$ cat src/rtl/rand_rx_pkg.sv
// rand_rx_pkg: shared types and default sizing for the random serial receive path
package rand_rx_pkg;
  typedef enum logic {HOLD_EMPTY, HOLD_FULL} hold_state_t;
  localparam int DEF_WIDTH = 8;
  localparam int DEF_MAX_RUN = 16;
endpackage

$ cat src/rtl/run_length_monitor.sv
// run_length_monitor: flags a stream that repeats the same bit MAX_RUN times in a row
module run_length_monitor
  import rand_rx_pkg::*;
#(
  parameter int MAX_RUN = DEF_MAX_RUN
) (
  input  logic clk,
  input  logic rst,
  input  logic sample,
  input  logic enable,
  input  logic clear,
  output logic stuck
);
  localparam int RW = $clog2(MAX_RUN + 1);
  logic [RW-1:0] run, run_n;
  logic last, hit;
  // run==0 marks "no sample seen yet", so the first sample always starts a run of 1
  always_comb begin
    run_n = (run == '0 || sample != last) ? RW'(1) : (run == RW'(MAX_RUN)) ? run : run + 1'b1;
    hit = enable && run_n == RW'(MAX_RUN);
  end
  always_ff @(posedge clk or posedge rst) begin
    if (rst) begin
      run <= '0;
      last <= 1'b0;
      stuck <= 1'b0;
    end else begin
      if (enable) begin
        run <= run_n;
        last <= sample;
      end
      stuck <= hit | (stuck & ~clear);
    end
  end
endmodule

$ cat src/rtl/rand_serial_collector.sv
// rand_serial_collector: assembles MSB-first words from a random serial stream into a
// one-entry valid/ready holding register; RAND_RUN_CHECK_EN adds stuck-stream detection.
module rand_serial_collector
  import rand_rx_pkg::*;
#(
  parameter int WIDTH = DEF_WIDTH,
  parameter int MAX_RUN = DEF_MAX_RUN
) (
  input  logic             clk,
  input  logic             rst,
  input  logic             ser_in,
  input  logic             ser_en,
  output logic [WIDTH-1:0] word_out,
  output logic             word_valid,
  input  logic             word_ready,
  input  logic             clr_stat,
  output logic             overflow,
  output logic             stuck
);
  localparam int CW = $clog2(WIDTH);
  hold_state_t state, state_n;
  logic [WIDTH-2:0] shreg;
  logic [CW-1:0] cnt;
  logic [WIDTH-1:0] word;
  logic complete, load, drop;
  always_comb begin
    complete = ser_en && cnt == CW'(WIDTH - 1);
    word = {shreg, ser_in};
    load = complete && (state == HOLD_EMPTY || word_ready);
    drop = complete && state == HOLD_FULL && !word_ready;
    state_n = complete ? HOLD_FULL : (state == HOLD_FULL && word_ready) ? HOLD_EMPTY : state;
  end
  assign word_valid = state == HOLD_FULL;
  always_ff @(posedge clk or posedge rst) begin
    if (rst) state <= HOLD_EMPTY;
    else state <= state_n;
  end
  // capture never waits on the consumer; only the holding register sees backpressure
  always_ff @(posedge clk or posedge rst) begin
    if (rst) begin
      shreg <= '0;
      cnt <= '0;
      word_out <= '0;
      overflow <= 1'b0;
    end else begin
      if (ser_en) begin
        shreg <= word[WIDTH-2:0];
        cnt <= complete ? '0 : cnt + 1'b1;
      end
      if (load) word_out <= word;
      overflow <= drop | (overflow & ~clr_stat);
    end
  end
`ifdef RAND_RUN_CHECK_EN
  run_length_monitor #(.MAX_RUN(MAX_RUN)) u_run (
    .clk(clk),
    .rst(rst),
    .sample(ser_in),
    .enable(ser_en),
    .clear(clr_stat),
    .stuck(stuck)
  );
`else
  assign stuck = 1'b0;
`endif
endmodule

$ cat config.mk
export PLATFORM = sky130hd
export DESIGN_NAME = rand_serial_collector
export DESIGN_NICKNAME = d
export VERILOG_FILES = /design/src/rtl/rand_rx_pkg.sv /design/src/rtl/run_length_monitor.sv /design/src/rtl/rand_serial_collector.sv
export SDC_FILE = /design/constraint.sdc
export NUM_CORES = 1
export LEC_CHECK = 0
export CAP_MARGIN = 20
export CORE_UTILIZATION = 44
export CTS_CLUSTER_SIZE = 30
export DETAILED_ROUTE_END_ITERATION = 16
export PLACE_DENSITY_LB_ADDON = 0.25
export SLEW_MARGIN = 20
export SYNTH_ARGS = -nofsm -noshare
export SYNTH_HDL_FRONTEND = slang
export SYNTH_SLANG_ARGS = --single-unit
export TNS_END_PERCENT = 5
$ cat constraint.sdc
create_clock -name clk -period 1.4 [get_ports clk]
set_input_delay 0.42 -clock clk [delete_from_list [all_inputs] [get_ports clk]]
set_output_delay 0.42 -clock clk [all_outputs]
set_load 0.03 [all_outputs]
; ---- After elaboration in Yosys (flattened, before gate mapping)
; Index checks and enable logic that the tools add are counted.
[op_classes]
add_sub_neg = 1
n_eq_ne = 1
mux = 3
bitwise_logic = 4
n_reduce_logical = 8
[ops]
columns = cell, n
row1 = $logic_and 1x1->1, 5
row2 = $add 3x1->3 const B, 1
row3 = $eq 3x3->1 const B, 1
row4 = $mux 3, 1
row5 = $mux 1, 2
row6 = $not 1->1, 2
row7 = $reduce_bool 2->1, 1
row8 = $and 1x1->1, 1
row9 = $logic_not 1->1, 1
row10 = $logic_or 1x1->1, 1
row11 = $or 1x1->1, 1
[word_totals]
ff_bits = 20
in_bits = 6
output_inout_bits = 11
wordCells = 22

; ---- Logic depth before layout (Yosys ltp)
; Gate-level depths: netlist (run 1).
[logic_depth]
word_depth = 5
ltp_mapped = 6
ltp_nobuf = 5

; ---- Worst setup path after synthesis (run 1)
; OpenSTA, ideal clock, no wires.
[synth_timing]
path_kind = reg2reg
from = register cnt[0]
to = register word_out[0]
setup_ns = 0.125
t_arrival_ns = 1.323
required_time_ns = 1.275
setup_slack_ns = -0.048
stages_incl_launch_ff = 7
n_path_buf = 1
period_less_slack_ns = 1.448
path_cell_list = dfrtp_1 -> ha_1 -> ha_1 -> nand2_2 -> nor2b_4 -> buf_6 -> mux2_4
[synth_via]
elab_chain_len = 3
[synth_lines]
columns = element, line_no
row1 = start: declaration, rand_serial_collector.sv:23  ; logic [CW-1:0] cnt;
row2 = start signal: assignment, rand_serial_collector.sv:48  ; cnt <= complete ? '0 : cnt + 1'b1;
row3 = $eq 3x3->1, rand_serial_collector.sv:27  ; complete = ser_en && cnt == CW'(WIDTH - 1);
row4 = $logic_and 1x1->1, rand_serial_collector.sv:27
row5 = $logic_and 1x1->1, rand_serial_collector.sv:29  ; load = complete && (state == HOLD_EMPTY || word_ready);
row6 = end signal: assignment, rand_serial_collector.sv:50  ; if (load) word_out <= word;
row7 = end: declaration, rand_serial_collector.sv:13  ; output logic [WIDTH-1:0] word_out,
; Every way passes these cells.
; A chain may end at the register's enable or synchronous reset.

; ---- Final worst setup path (run 1)
[layout_timing]
from = register cnt[0]
to = register word_out[1]
; The elaborated chain is that of the path after synthesis.

==> flow_summary.toml, run 1 <==
[status]
status = "finished with violations"
violations = "negative setup slack"

[synth]
postSynthAreaPerCell_um2 = 15.7
netlist_instances = 54
synth_enable_flop_cells = 0
postSynth.topFlopCell = "sky130_fd_sc_hd__dfrtp_1"
yosysWarningCount = 0
postSynthNetCount = 62
syn-cell-area_um2 = 846
synth_cell_types = 17
ys_seq_elements = 20
proportion_of_synthesized_chip_area_in_sequential_cells = 0.592
async_flop_share = 1.00

[power_and_ir_drop]
p_seq_frac = 0.392
power.combinational.fraction = 0.414
swShare = 0.321
p_per_area_nw_per_um2 = 2100
ir_worst_vdd_mv = 0.984
leakage_uw = 0.000546
switchingPower_uw = 760
clock_power_share = 0.194
power_report.internal_total_uw = 1610

[routing]
met1_length_um = 560
top_signal_layer_used = "met3"
routed_wl_mm = 1.24
total_via_count_in_the_routed_design = 488
per_cell_routed_wire_length_um = 11.9
drt_pass1_iterations = 1
drt_iter0_markers = 0
drt-vias-per-instance = 4.69
drcViolationCount = 0
met2_length_um = 624
dr_wl_met3_um = 56
drt.antenna.violating_nets = 0

[die]
die-area_um2 = 2100
starting_density = 0.479
core_area_um2 = 1760
chipWidth_um = 45.8
die-height_um = 45.8
number_of_top_level_pins = 17
rows = 15

[timing]
min_period_ns = 1.46
timing.setup.tns_ns = -0.383
final_max_slew_viols = 0
final-setup-viol-count = 8
finalClockSkew_ns = 0.00901
finalCritPeriodShare = 1.04
grt_setup_unrepaired = "yes"
max_clock_freq_mhz = 686
fin_ws_ns = -0.0569
finalHoldViolCount = 0

[cts]
cts_tree = "yes"
cts.hold.buffers_added = 0
clk_transition_reported_paths_ns = 0.12
clock_insertion_delay_worst_skew_ns = 0.29
root_buffer = "sky130_fd_sc_hd__clkbuf_4"
cts_max_path_buffers = 2
clock_sinks = 20
htree_levels = 1
numCtsBuffers = 3

[grt]
largest_net_degree_at_the_start_of_global_routing = 21
globalRoute.totalOverflow = 0
grt_pass1_vias = 490
wire_length_of_the_first_global_routing_pass_mm = 2.06
number_of_antenna_violations_at_the_first_check_in_global_routing = 0
global_route.usage.total = 0.142

[finish]
leading_cell_type_in_the_layout_fill_and_taps_excluded = "sky130_fd_sc_hd__dfrtp_1"
postLayoutCellArea_um2 = 1130
antennaDiodeCount = 0
numnets_final = 88
layout_common_cells = "sky130_fd_sc_hd__dfrtp_1 (20), sky130_fd_sc_hd__buf_4 (18), sky130_fd_sc_hd__mux2_2 (9)"
drive_gt1_frac = 0.570
finish.utilization = 0.641
area_delta_synth_final_pct = 33.7

[worst_setup_path]
worst_path_largest_cell_delay_ns = 0.39
crit_chain = "ha_2, ha_4, nand2_4, nor2b_4, buf_12, mux2_4"
startpoint_type = "register"
setup.worst_path.end_class = "register"
path_class = "reg2reg"
critPathRequiredTime_ns = 1.58
crit_path_max_fanout = 8
critical-path-slowest-cell = "sky130_fd_sc_hd__dfrtp_1"
critPathArrivalTime_ns = 1.64

[placement]
hpwlAfterDp_um = 847
place_area_um2 = 1050
placement.io_buffers = 15
globalplace.congestion = 0.643

[worst_hold_path]
hold_path.class = "in2async"

[flow_run]
max-cap-violations = 0
-- cell usage after synthesis, types with 2 or more instances --
| master | n | area, µm² |
|---|---|---|
| sky130_fd_sc_hd__mux2_2 | 9 | 101 |
| sky130_fd_sc_hd__ha_1 | 2 | 25.0 |
| sky130_fd_sc_hd__inv_1 | 3 | 11.3 |
| sky130_fd_sc_hd__mux2_4 | 8 | 120 |
| sky130_fd_sc_hd__dfrtp_1 | 20 | 500 |
-- sequential cells by signal, indices dropped and copies added, names as in the netlist --
| register | flops |
|---|---|
| word_out | 8 |
| shreg | 7 |
| cnt | 3 |
| overflow | 1 |
| word_valid | 1 |
-- power by group through the flow --
| stage | Clock, µW | Combinational, µW | Sequential [µW] |
|---|---|---|---|
| 5_1_grt | 501 | 1060 | 959 |
| 4_1_cts | 471 | 976 | 932 |
| 6_report | 460 | 981 | 930 |
| 2_1_floorplan | 0 | 407 | 1150 |
| 3_5_place_dp | 0 | 933 | 942 |
| 3_3_place_gp | 0 | 914 | 937 |
-- area by class of cell --
| type | count | area, µm² |
|---|---|---|
| multi-input cells | 28 | 330 |
| flip-flops and latches | 20 | 500 |
| repair buffers | 24 | 205 |
| fillers | 146 | 633 |
| well taps | 25 | 31.3 |
| inverters | 3 | 11.3 |
| clock buffers | 3 | 22.5 |
| clock inverters | 1 | 30.0 |
-- kinds of logic (layout without fill, tap and decap cells) --
| logic type | count (synthesis) | after routing | share of synthesized area |
|---|---|---|---|
| AO/OA/AOI/OAI | 2 | 2 | 0.0133 |
| adder cells (fa/ha/maj) | 2 | 2 | 0.0296 |
| buffers and inverters | 6 | 31 | 0.0414 |
| flip-flops | 20 | 20 | 0.592 |
| multiplexers | 17 | 17 | 0.262 |
| other | 1 | 1 | 0.00443 |
| AND/OR/NAND/NOR | 6 | 6 | 0.0577 |
-- what timing repair did --
action	CTS	global route
resized for setup	1	0
pin swaps	1	1
buffers inserted	1	2
setup endpoints to repair	8	8
-- per-layer routing --
layer  vias up  track usage
li1        229            -
met1       247        0.168
met2        12        0.237
met3         0       0.0357
met4         0       0.0706
met5         -            0
-- stage by stage --
step,hold slack (ns),instances,setup slack (ns),power (µW)
finish,0.460,104,-0.0569,2370
global route,0.479,104,-0.116,2520
CTS,0.459,102,-0.0472,2380
detailed placement,0.499,97,-0.309,1870
global placement,0.487,97,-0.309,1850
floorplan,0.384,54,0.0114,1560
-- critical path, delay by kind of cell, from the launching register on --
family	cells	cell delay [ns]
adders and majority gates	2	0.35
buffers and inverters	1	0.14
DFF	1	0.39
muxes	1	0.29
and+or+nand+nor	2	0.17
-- worst paths after layout --
| check | start | end | slack (ns) | cells past startpoint |
|---|---|---|---|---|
| setup / recovery | cnt[0] | word_out[1] | -0.06 | 6 |
| hold / removal | rst | word_out[7] | 0.46 | 3 |
| setup reg to reg | cnt[0] | word_out[1] | -0.06 | 6 |
| hold reg to reg | shreg[6] | word_out[7] | 0.52 | 1 |
| max in group asynchronous | rst | word_valid | 0.73 | 3 |
| min in group clk | shreg[6] | word_out[7] | 0.52 | 1 |
(Power assumes the default switching activity.)
==> run 2, diff against run 1 <==
--- a/config.mk
+++ b/config.mk
@@ -6,7 +6,8 @@
 export NUM_CORES = 1
 export LEC_CHECK = 0
 export CAP_MARGIN = 20
-export CORE_UTILIZATION = 44
+export CORE_ASPECT_RATIO = 0.6
+export CORE_UTILIZATION = 30
 export CTS_CLUSTER_SIZE = 30
 export DETAILED_ROUTE_END_ITERATION = 16
 export PLACE_DENSITY_LB_ADDON = 0.25
==> run 2 against run 1 <==
Compared with the run above: the run ends with design-rule violations, negative setup slack left; critical endpoint is now word_out[4]; global-route usage fell by 4.2 points; first-iteration DRC count increased by 21; fmax increased by 1.8%; cell count grew 3.8%; wire length increased by 6.0%; clock-buffer cell count rose by 1; sequential cell count unchanged; non-clock buffer count fell by 3; core utilization fell by 21 points; worst setup slack gained 0.025 ns; sequential share of layout area is 0.54 points higher; largest power group unchanged; sequential power about the same.
==> flow_summary.toml, run 2 (synthesis gave the netlist of run 1 again) <==
[status]
status = "finished with violations"
violations = "design-rule violations, negative setup slack"

[timing]
finalHoldViolCount = 0
min_period_ns = 1.43
timing.setup.tns_ns = -0.197
final_max_slew_viols = 0
whs_ns = 0.482
finalClockSkew_ns = 0.00289
final-setup-viol-count = 8
max_clock_freq_mhz = 698
finalCritPeriodShare = 1.02
grt_setup_unrepaired = "yes"
fin_ws_ns = -0.0318

[die]
chipWidth_um = 70.6
die-height_um = 43.1
number_of_top_level_pins = 17
die-area_um2 = 3040
starting_density = 0.326
rows = 14
core_area_um2 = 2590

[routing]
drt-vias-per-instance = 4.34
routed_wl_mm = 1.31
total_via_count_in_the_routed_design = 469
per_cell_routed_wire_length_um = 12.2
drt.antenna.violating_nets = 0
drcViolationCount = 4
drt_pass1_iterations = 9
drt_iter0_markers = 21

[cts]
clock_insertion_delay_worst_skew_ns = 0.26
clock_sinks = 20
cts_tree = "yes"
clk_transition_reported_paths_ns = 0.07
cts_max_path_buffers = 2
root_buffer = "sky130_fd_sc_hd__clkbuf_8"
numCtsBuffers = 3
htree_levels = 1

[grt]
grt_pass1_vias = 470
largest_net_degree_at_the_start_of_global_routing = 21
wire_length_of_the_first_global_routing_pass_mm = 2.21
globalRoute.totalOverflow = 0
number_of_antenna_violations_at_the_first_check_in_global_routing = 0
global_route.usage.total = 0.0998

[worst_hold_path]
hold_path.class = "in2async"

[placement]
hpwlAfterDp_um = 924
placement.io_buffers = 15
place_area_um2 = 1060
placement.setup.worst_slack_ns = -0.314
globalplace.congestion = 0.685

[worst_setup_path]
setup.worst_path.end_class = "register"
reg2reg_from = "cnt[0]"
critPathRequiredTime_ns = 1.54
setup.reg_to_reg.worst_slack_ns = -0.03
worst_path_largest_cell_delay_ns = 0.36
startpoint_type = "register"
critical_path.top_delay_family = "flip-flops"
r2r_end = "word_out[4]"
crit_path_max_fanout = 8
crit_cells = 6
critPathArrivalTime_ns = 1.57
ff2ff_path_depth = 6
worst_setup_path_startpoint = "cnt[0]"
critical_path.endpoint = "word_out[4]"
crit_chain = "ha_2, ha_4, nand2_4, nor2b_4, buf_12, mux2_4"
critical_path_buf_inv_count = 1
critical-path-slowest-cell = "sky130_fd_sc_hd__dfrtp_1"
path_class = "reg2reg"

[power_and_ir_drop]
ir_worst_vdd_mv = 0.770
p_per_area_nw_per_um2 = 2070
leakage_uw = 0.000535
finalPower_uw = 2310

[finish]
drive_gt1_frac = 0.553
top_regs = "word_out x8, shreg x7, cnt x3"
numnets_final = 85
largest_register_ffs = 8
layout_common_cells = "sky130_fd_sc_hd__dfrtp_1 (20), sky130_fd_sc_hd__buf_4 (15), sky130_fd_sc_hd__mux2_2 (9)"
leading_cell_type_in_the_layout_fill_and_taps_excluded = "sky130_fd_sc_hd__dfrtp_1"
antennaDiodeCount = 0
largest_register = "word_out"
area_delta_synth_final_pct = 32.1
postLayoutCellArea_um2 = 1120

[flow_run]
max-cap-violations = 0
## run 2: cell type report
class	count	area (µm²)
tap	32	40.0
sequential	20	500
timing repair buffer	21	180
clock buffer	4	55.1
multi-input combinational	28	330
inverter	3	11.3
fill	244	1480
## run 2: what timing repair did
action | CTS | global route
gates cloned | 0 | 0
setup endpoints to repair | 8 | 8
pin swaps | 1 | 0
hold buffers | 0 | 0
setup buffers | 0 | 0
gates resized for setup | 3 | 0
## run 2: metrics by stage
| stage | utilization | std cells |
|---|---|---|
| after global placement | 0.409 | 104 |
| after detailed placement | 0.409 | 104 |
| final | 0.431 | 108 |
| after CTS | 0.431 | 108 |
| after floorplan | - | 54 |
| after global routing | 0.431 | 108 |
## run 2: power by group
part / internal, µW / switching, µW / leakage, µW / total (µW)
Sequential: 791 / 139 / 0.000245 / 930
Clock: 250 / 186 / 0.0000288 / 437
Combinational: 511 / 438 / 0.000262 / 948
## run 2: worst min path at each step
| stage | from | endpoint | cells past startpoint |
|---|---|---|---|
| 6_report | rst | cnt[0] | 3 |
| 5_1_grt | word_out[0] | word_out[0] | 1 |
| 4_1_cts | rst | cnt[1] | 3 |
| 3_5_place_dp | shreg[6] | word_out[7] | 1 |
| 3_3_place_gp | shreg[6] | word_out[7] | 1 |
| 2_1_floorplan | rst | cnt[0] | 1 |
## run 2: layer usage
| metal | track usage | part of all wire |
|---|---|---|
| met2 | 0.146 | 0.41 |
| met1 | 0.137 | 0.52 |
| met3 | 0.0499 | 0.070 |
| met5 | 0 | 0 |
| met4 | 0.0120 | 0 |
## run 2: worst reg2reg max path, cell delays in order, from the launching register on
cell and delay [ns]:
sky130_fd_sc_hd__dfrtp_1 0.36, sky130_fd_sc_hd__ha_2 0.19, sky130_fd_sc_hd__ha_4 0.14, sky130_fd_sc_hd__nand2_4 0.06, sky130_fd_sc_hd__nor2b_4 0.13, sky130_fd_sc_hd__buf_12 0.14
sky130_fd_sc_hd__mux2_4 0.30
